<file path="src/rtl/freq_gen_module.sv">
// NCO square-wave generator: clk_out at freq_set Hz from clk_base at freq_base Hz.
// Optional `FREQ_GEN_EDGE_CNT_EN adds a windowed rising-edge counter on edge_cnt.
module freq_gen_module #(
   parameter int W = 32
) (
   input  logic         clk_base,
   input  logic         aclr,
   input  logic [W-1:0] freq_base,
   input  logic [W-1:0] freq_set,
   input  logic         set_valid,
   output logic         set_ready,
   output logic         set_err,
   output logic         clk_out,
   output logic         running,
   output logic         period_end
`ifdef FREQ_GEN_EDGE_CNT_EN
   ,
   output logic [W-1:0] edge_cnt
`endif
);

   typedef enum logic [1:0] {IDLE, RUN, PEND} state_t;

   state_t         r_state;
   logic [W+1:0]   r_acc;
   logic [W-1:0]   r_f, r_b, r_pf, r_pb;
   logic           r_clk_out, r_set_err, r_period_end;

   logic           w_accept, w_bad, w_ok, w_tog, w_fall, w_apply;
   logic [W+1:0]   w_nxt;
   logic [W-1:0]   w_nf, w_nb;

   assign set_ready  = (r_state != PEND);
   assign running    = (r_state != IDLE);
   assign clk_out    = r_clk_out;
   assign set_err    = r_set_err;
   assign period_end = r_period_end;

   assign w_accept = set_valid & set_ready;
   assign w_bad    = (freq_base == '0) | ({freq_set, 1'b0} > {1'b0, freq_base});
   assign w_ok     = w_accept & ~w_bad;

   assign w_nxt  = r_acc + {1'b0, r_f, 1'b0};
   assign w_tog  = (r_state != IDLE) & (w_nxt >= {2'b00, r_b});
   assign w_fall = w_tog & r_clk_out;

   // New settings only land on a falling toggle so no runt high pulse is produced.
   assign w_apply = ((r_state == IDLE) & w_ok) |
                    ((r_state == RUN)  & w_ok & w_fall) |
                    ((r_state == PEND) & w_fall);
   assign w_nf    = (r_state == PEND) ? r_pf : freq_set;
   assign w_nb    = (r_state == PEND) ? r_pb : freq_base;

   always_ff @(posedge clk_base or posedge aclr) begin
      if (aclr) begin
         r_state      <= IDLE;
         r_acc        <= '0;
         r_f          <= '0;
         r_b          <= '0;
         r_pf         <= '0;
         r_pb         <= '0;
         r_clk_out    <= 1'b0;
         r_set_err    <= 1'b0;
         r_period_end <= 1'b0;
      end else begin
         r_set_err    <= w_accept & w_bad;
         r_period_end <= w_fall;
         if (w_tog) begin
            r_acc     <= w_nxt - {2'b00, r_b};
            r_clk_out <= ~r_clk_out;
         end else if (r_state != IDLE) begin
            r_acc <= w_nxt;
         end
         if (w_apply) begin
            r_f       <= w_nf;
            r_b       <= w_nb;
            r_acc     <= '0;
            r_clk_out <= 1'b0;
            r_state   <= (w_nf == '0) ? IDLE : RUN;
         end else if ((r_state == RUN) && w_ok) begin
            r_pf    <= freq_set;
            r_pb    <= freq_base;
            r_state <= PEND;
         end
      end
   end

`ifdef FREQ_GEN_EDGE_CNT_EN
   localparam logic [W-1:0] ONE = 1;
   logic [W-1:0] r_win, r_edges, r_edge_cnt;
   logic         w_rise;

   assign w_rise   = w_tog & ~r_clk_out;
   assign edge_cnt = r_edge_cnt;

   always_ff @(posedge clk_base or posedge aclr) begin
      if (aclr) begin
         r_win      <= '0;
         r_edges    <= '0;
         r_edge_cnt <= '0;
      end else if (w_apply) begin
         r_win   <= '0;
         r_edges <= '0;
      end else if (r_state != IDLE) begin
         if (r_win == r_b - ONE) begin
            r_edge_cnt <= r_edges + {{(W-1){1'b0}}, w_rise};
            r_win      <= '0;
            r_edges    <= '0;
         end else begin
            r_win   <= r_win + ONE;
            r_edges <= r_edges + {{(W-1){1'b0}}, w_rise};
         end
      end
   end
`endif

endmodule

</file>
<file path="config.mk">
export PLATFORM = sky130hd
export DESIGN_NAME = freq_gen_module
export DESIGN_NICKNAME = d
export VERILOG_FILES = /design/src/rtl/freq_gen_module.sv
export SDC_FILE = /design/constraint.sdc
export NUM_CORES = 1
export LEC_CHECK = 0
export BUFFER_PORTS_ARGS = -buffer_cell sky130_fd_sc_hd__buf_4
export CORE_MARGIN = 2
export CORE_UTILIZATION = 55
export CTS_BUF_LIST = sky130_fd_sc_hd__clkbuf_16
export DETAILED_ROUTE_END_ITERATION = 8
export PLACE_DENSITY = 0.83
export SLEW_MARGIN = 20
export SYNTH_ARGS = -nofsm -noshare
export SYNTH_HDL_FRONTEND = slang
export SYNTH_SLANG_ARGS = --single-unit
</file>
<file path="constraint.sdc">
create_clock -name clk_base -period 5.5 [get_ports clk_base]
set_input_delay 0 -clock clk_base [delete_from_list [all_inputs] [get_ports clk_base]]
set_output_delay 0 -clock clk_base [all_outputs]
set_load 0.005 [all_outputs]
</file>
==> impl_metrics.py <==
metrics = {
    "power_and_ir_drop": {
        "max-vdd-ir-drop_v": 0.000340,
        "leakage_nw": 6.47,
        "pwr_density_cell_nw_per_um2": 611,
    },
    "clock_network": {
        "clkSinkCount": 167,
        "clk_pin_slew_ps": 70,
        "clk_latency_ps": 440,
        "cts_tree": "done",
        "cts_made_buffers": 17,
        "h-tree-depth": 4,
        "root_buffer": "clkbuf_16",
        "cts_buffer_depth": 2,
    },
    "setup_path": {
        "crit_path_end_kind": "flop",
        "r2r_cells": 24,
        "critPathMaxFanout": 34,
        "worst-path-stages": 24,
        "crit_path_start_kind": "flop",
        "critPathKind": "reg2reg",
        "crit_family": "compound AO/OA/AOI/OAI gates",
        "arrival_ps": 5730,
        "cp_cell_sequence": "ha_1 -> fa_2 -> a211oi_2 -> o21ai_2 -> o21ai_2 -> nand2b_1 -> a21o_1 -> a21o_1 -> a21o_1 -> a21oi_1 -> xnor2_1 -> ha_1 -> nand3_1 -> nor2_1 -> and2_1 -> nand4_1 -> nand2b_1 -> mux2i_2 -> nand3_2 -> o211ai_1 -> nand3_4 -> buf_16 -> buf_4 -> mux2i_1",
        "path_common_cell": "a21o_1",
        "crit_slowest_cell": "fa_2",
        "worstPathBufferInverterCount": 2,
        "crit_required_ps": 5840,
        "slowest_delay_ps": 410,
    },
    "timing": {
        "fmaxAchievable_mhz": 186,
        "hold_violations": 0,
        "worstMarginPinSlew_ps": 1140,
        "setup_viol": 0,
        "slew_headroom_pct": 23.7,
        "min_period_ps": 5390,
        "clock_skew_ps": 11.5,
        "final_max_slew_viol_count": 0,
        "fin_crit_sh_pct": 98.0,
    },
    "final_layout": {
        "final_util_pct": 66.9,
        "syn_to_final_growth_pct": 20.0,
        "final_common_cell": "dfrtp_1",
        "antenna-diode-count": 0,
        "fin_area_um2": 14000,
        "drive_gt1_share_pct": 16.1,
        "layout.nets": 1569,
        "fillers": 1464,
        "mostFrequentLayoutCells": "dfrtp_1, nand2_1, a21oi_1",
    },
    "yosys": {
        "async_reset_ff_share_pct": 100,
        "yosysSeqAreaShare_pct": 35.9,
        "synthXorXnorAreaFrac_pct": 3.99,
        "yosysUniqueCellTypes": 69,
        "synthesis.nets": 1426,
        "syn_inst": 1262,
        "synth_edf_count": 0,
        "synth_seq_cells": 167,
        "synthSimpleGateAreaFrac_pct": 14.4,
        "yosys_warnings": 0,
        "synth_adder_area_share_pct": 10.6,
        "muxShareOfSynthArea_pct": 13.3,
        "avgSynthCellArea_um2": 9.22,
        "synth_top_family_by_area": "compound AO/OA/AOI/OAI gates",
        "synth_compound_area_share_pct": 17.4,
        "synth_area_um2": 11600,
        "ys.flop_type": "dfrtp_1",
    },
    "drt": {
        "viasPerCell": 6.32,
        "ant_nets": 0,
        "wl_mm": 37.0,
        "dr.first_iter.drc_count": 968,
        "vias": 10700,
        "wl_per_cell_um": 21.9,
        "drcViolationCount": 0,
        "drt_pass1_iterations": 6,
    },
    "placed_design": {
        "place_area_um2": 12600,
        "gp_congestion": 0.946,
        "dp_hpwl_mm": 23.6,
        "portBuffers": 71,
    },
    "floorplan": {
        "ios": 72,
        "initial_utilization_pct": 55.7,
        "row_count": 53,
        "core_um2": 20900,
        "die_x_um": 149,
        "die_y_um": 149,
        "dieArea_um2": 22300,
    },
    "flow_run": {
        "drv_cap": 0,
    },
    "worst_hold_path": {
        "hold_path_depth": 4,
        "hold_path.class": "in2reg",
    },
    "grt": {
        "grt_pass1_wl_mm": 57.2,
        "grt_max_degree": 97,
        "antenna_found_initial": 0,
        "grt_usage_pct": 33.0,
        "grt-ovfl-total": 0,
        "grt_pass1_vias": 10700,
    },
    "outcome": {
        "status": "finished clean",
    },
}
==> tightest hold or removal path, cell delays in order <==
cell	delay, ps
buf_4	130
nand2_1	50
nand2_1	150
mux2_1	170
==> routing by layer <==
| layer | track usage (%) | vias up | part of all wire, % |
|---|---|---|---|
| met4 | 14.6 | 0 | 4.5 |
| met5 | 0 | - | 0 |
| met3 | 4.48 | 139 | 7.1 |
| li1 | - | 4810 | - |
| met2 | 55.7 | 589 | 48 |
| met1 | 42.4 | 5157 | 40 |
==> cell families (layout without fill, tap and decap cells) <==
kind of cell | after synthesis | in the layout
AND/OR/NAND/NOR | 366 | 366
AO/OA/AOI/OAI | 311 | 311
flip-flops | 167 | 167
multiplexers | 143 | 143
buffers and inverters | 125 | 281
adder cells (fa/ha/maj) | 97 | 97
XOR/XNOR | 53 | 53
==> cell type report <==
class                   count  area, um^2  share of cell area, %
multi-input cells         970        7030                   50.3
flip-flops and latches    167        4180                   29.9
repair buffers            169        1520                   10.8
clock buffers              17         425                   3.05
well taps                 275         344                   2.46
inverters                  80         305                   2.19
clock inverters            15         169                   1.21
==> state kept, by name (all words and copies together), names as in the netlist <==
name and count:
clk_out 1, period_end 1, r_acc 34, r_b 32, r_f 32, r_pb 32, r_pf 32, r_state 2
set_err 1
==> synthesized netlist by cell type (7+ instances only) <==
master      n  area, um^2
nand2_1   145         544
nor2_1     98         368
mux2_2     58         653
a21oi_1   104         521
clkbuf_1   21        78.8
ha_1       95        1190
inv_1      78         293
nand2b_1    7        43.8
dfrtp_1   167        4180
a31oi_1     7        43.8
xor2_1     14         123
a21o_1     35         263
o211ai_1   10        75.1
mux2i_1    47         470
xnor2_1    39         342
nor2b_1     9        56.3
o21a_1     18         135
a211oi_1   39         293
nor4_1     26         163
nand3_1    16        80.1
nand4_1    17         106
buf_2      19        95.1
mux2_1     38         428
and3_1      7        43.8
o21ai_0    47         235
nor3_1     18        90.1
==> final timing paths <==
check / startpoint / slack [ps] / end
worst max-delay path: r_acc[1]$_DFFE_PP0P_ / 110 / r_b[17]$_DFFE_PP0N_
worst min-delay path: freq_set[31] / 100 / r_f[31]$_DFFE_PP0N_
worst max register to register: r_acc[1]$_DFFE_PP0P_ / 110 / r_b[17]$_DFFE_PP0N_
worst min register to register: r_f[26]$_DFFE_PP0N_ / 500 / r_f[26]$_DFFE_PP0N_
max in group asynchronous: aclr / 4130 / r_acc[26]$_DFFE_PP0P_
min in group asynchronous: aclr / 120 / r_b[0]$_DFFE_PP0N_
==> timing repair <==
| item | CTS | global route |
|---|---|---|
| resized for setup | 0 | 20 |
| endpoints found under the hold margin | 132 | 0 |
| setup endpoints to repair | 0 | 163 |
| buffers inserted | 0 | 2 |
| hold buffers | 65 | 0 |
==> through the flow <==
stage	std cells	hold slack (ps)	setup slack [ps]	TNS (ps)	power, mW
5_1_grt	1693	85.9	-149	-9900	9.16
3_3_place_gp	1592	22.0	181	0	6.89
6_report	1693	102	111	0	8.53
2_1_floorplan	1262	132	566	0	5.83
3_5_place_dp	1592	20.0	54.2	0	7.00
4_1_cts	1689	62.7	6.27	0	8.30
==> power breakdown <==
group	internal, mW	total, mW	switching [mW]
combinational	2.56	5.76	3.20
sequential	1.45	1.55	0.103
clock	0.645	1.22	0.575
Note: power is estimated with default switching activity, not from simulation.
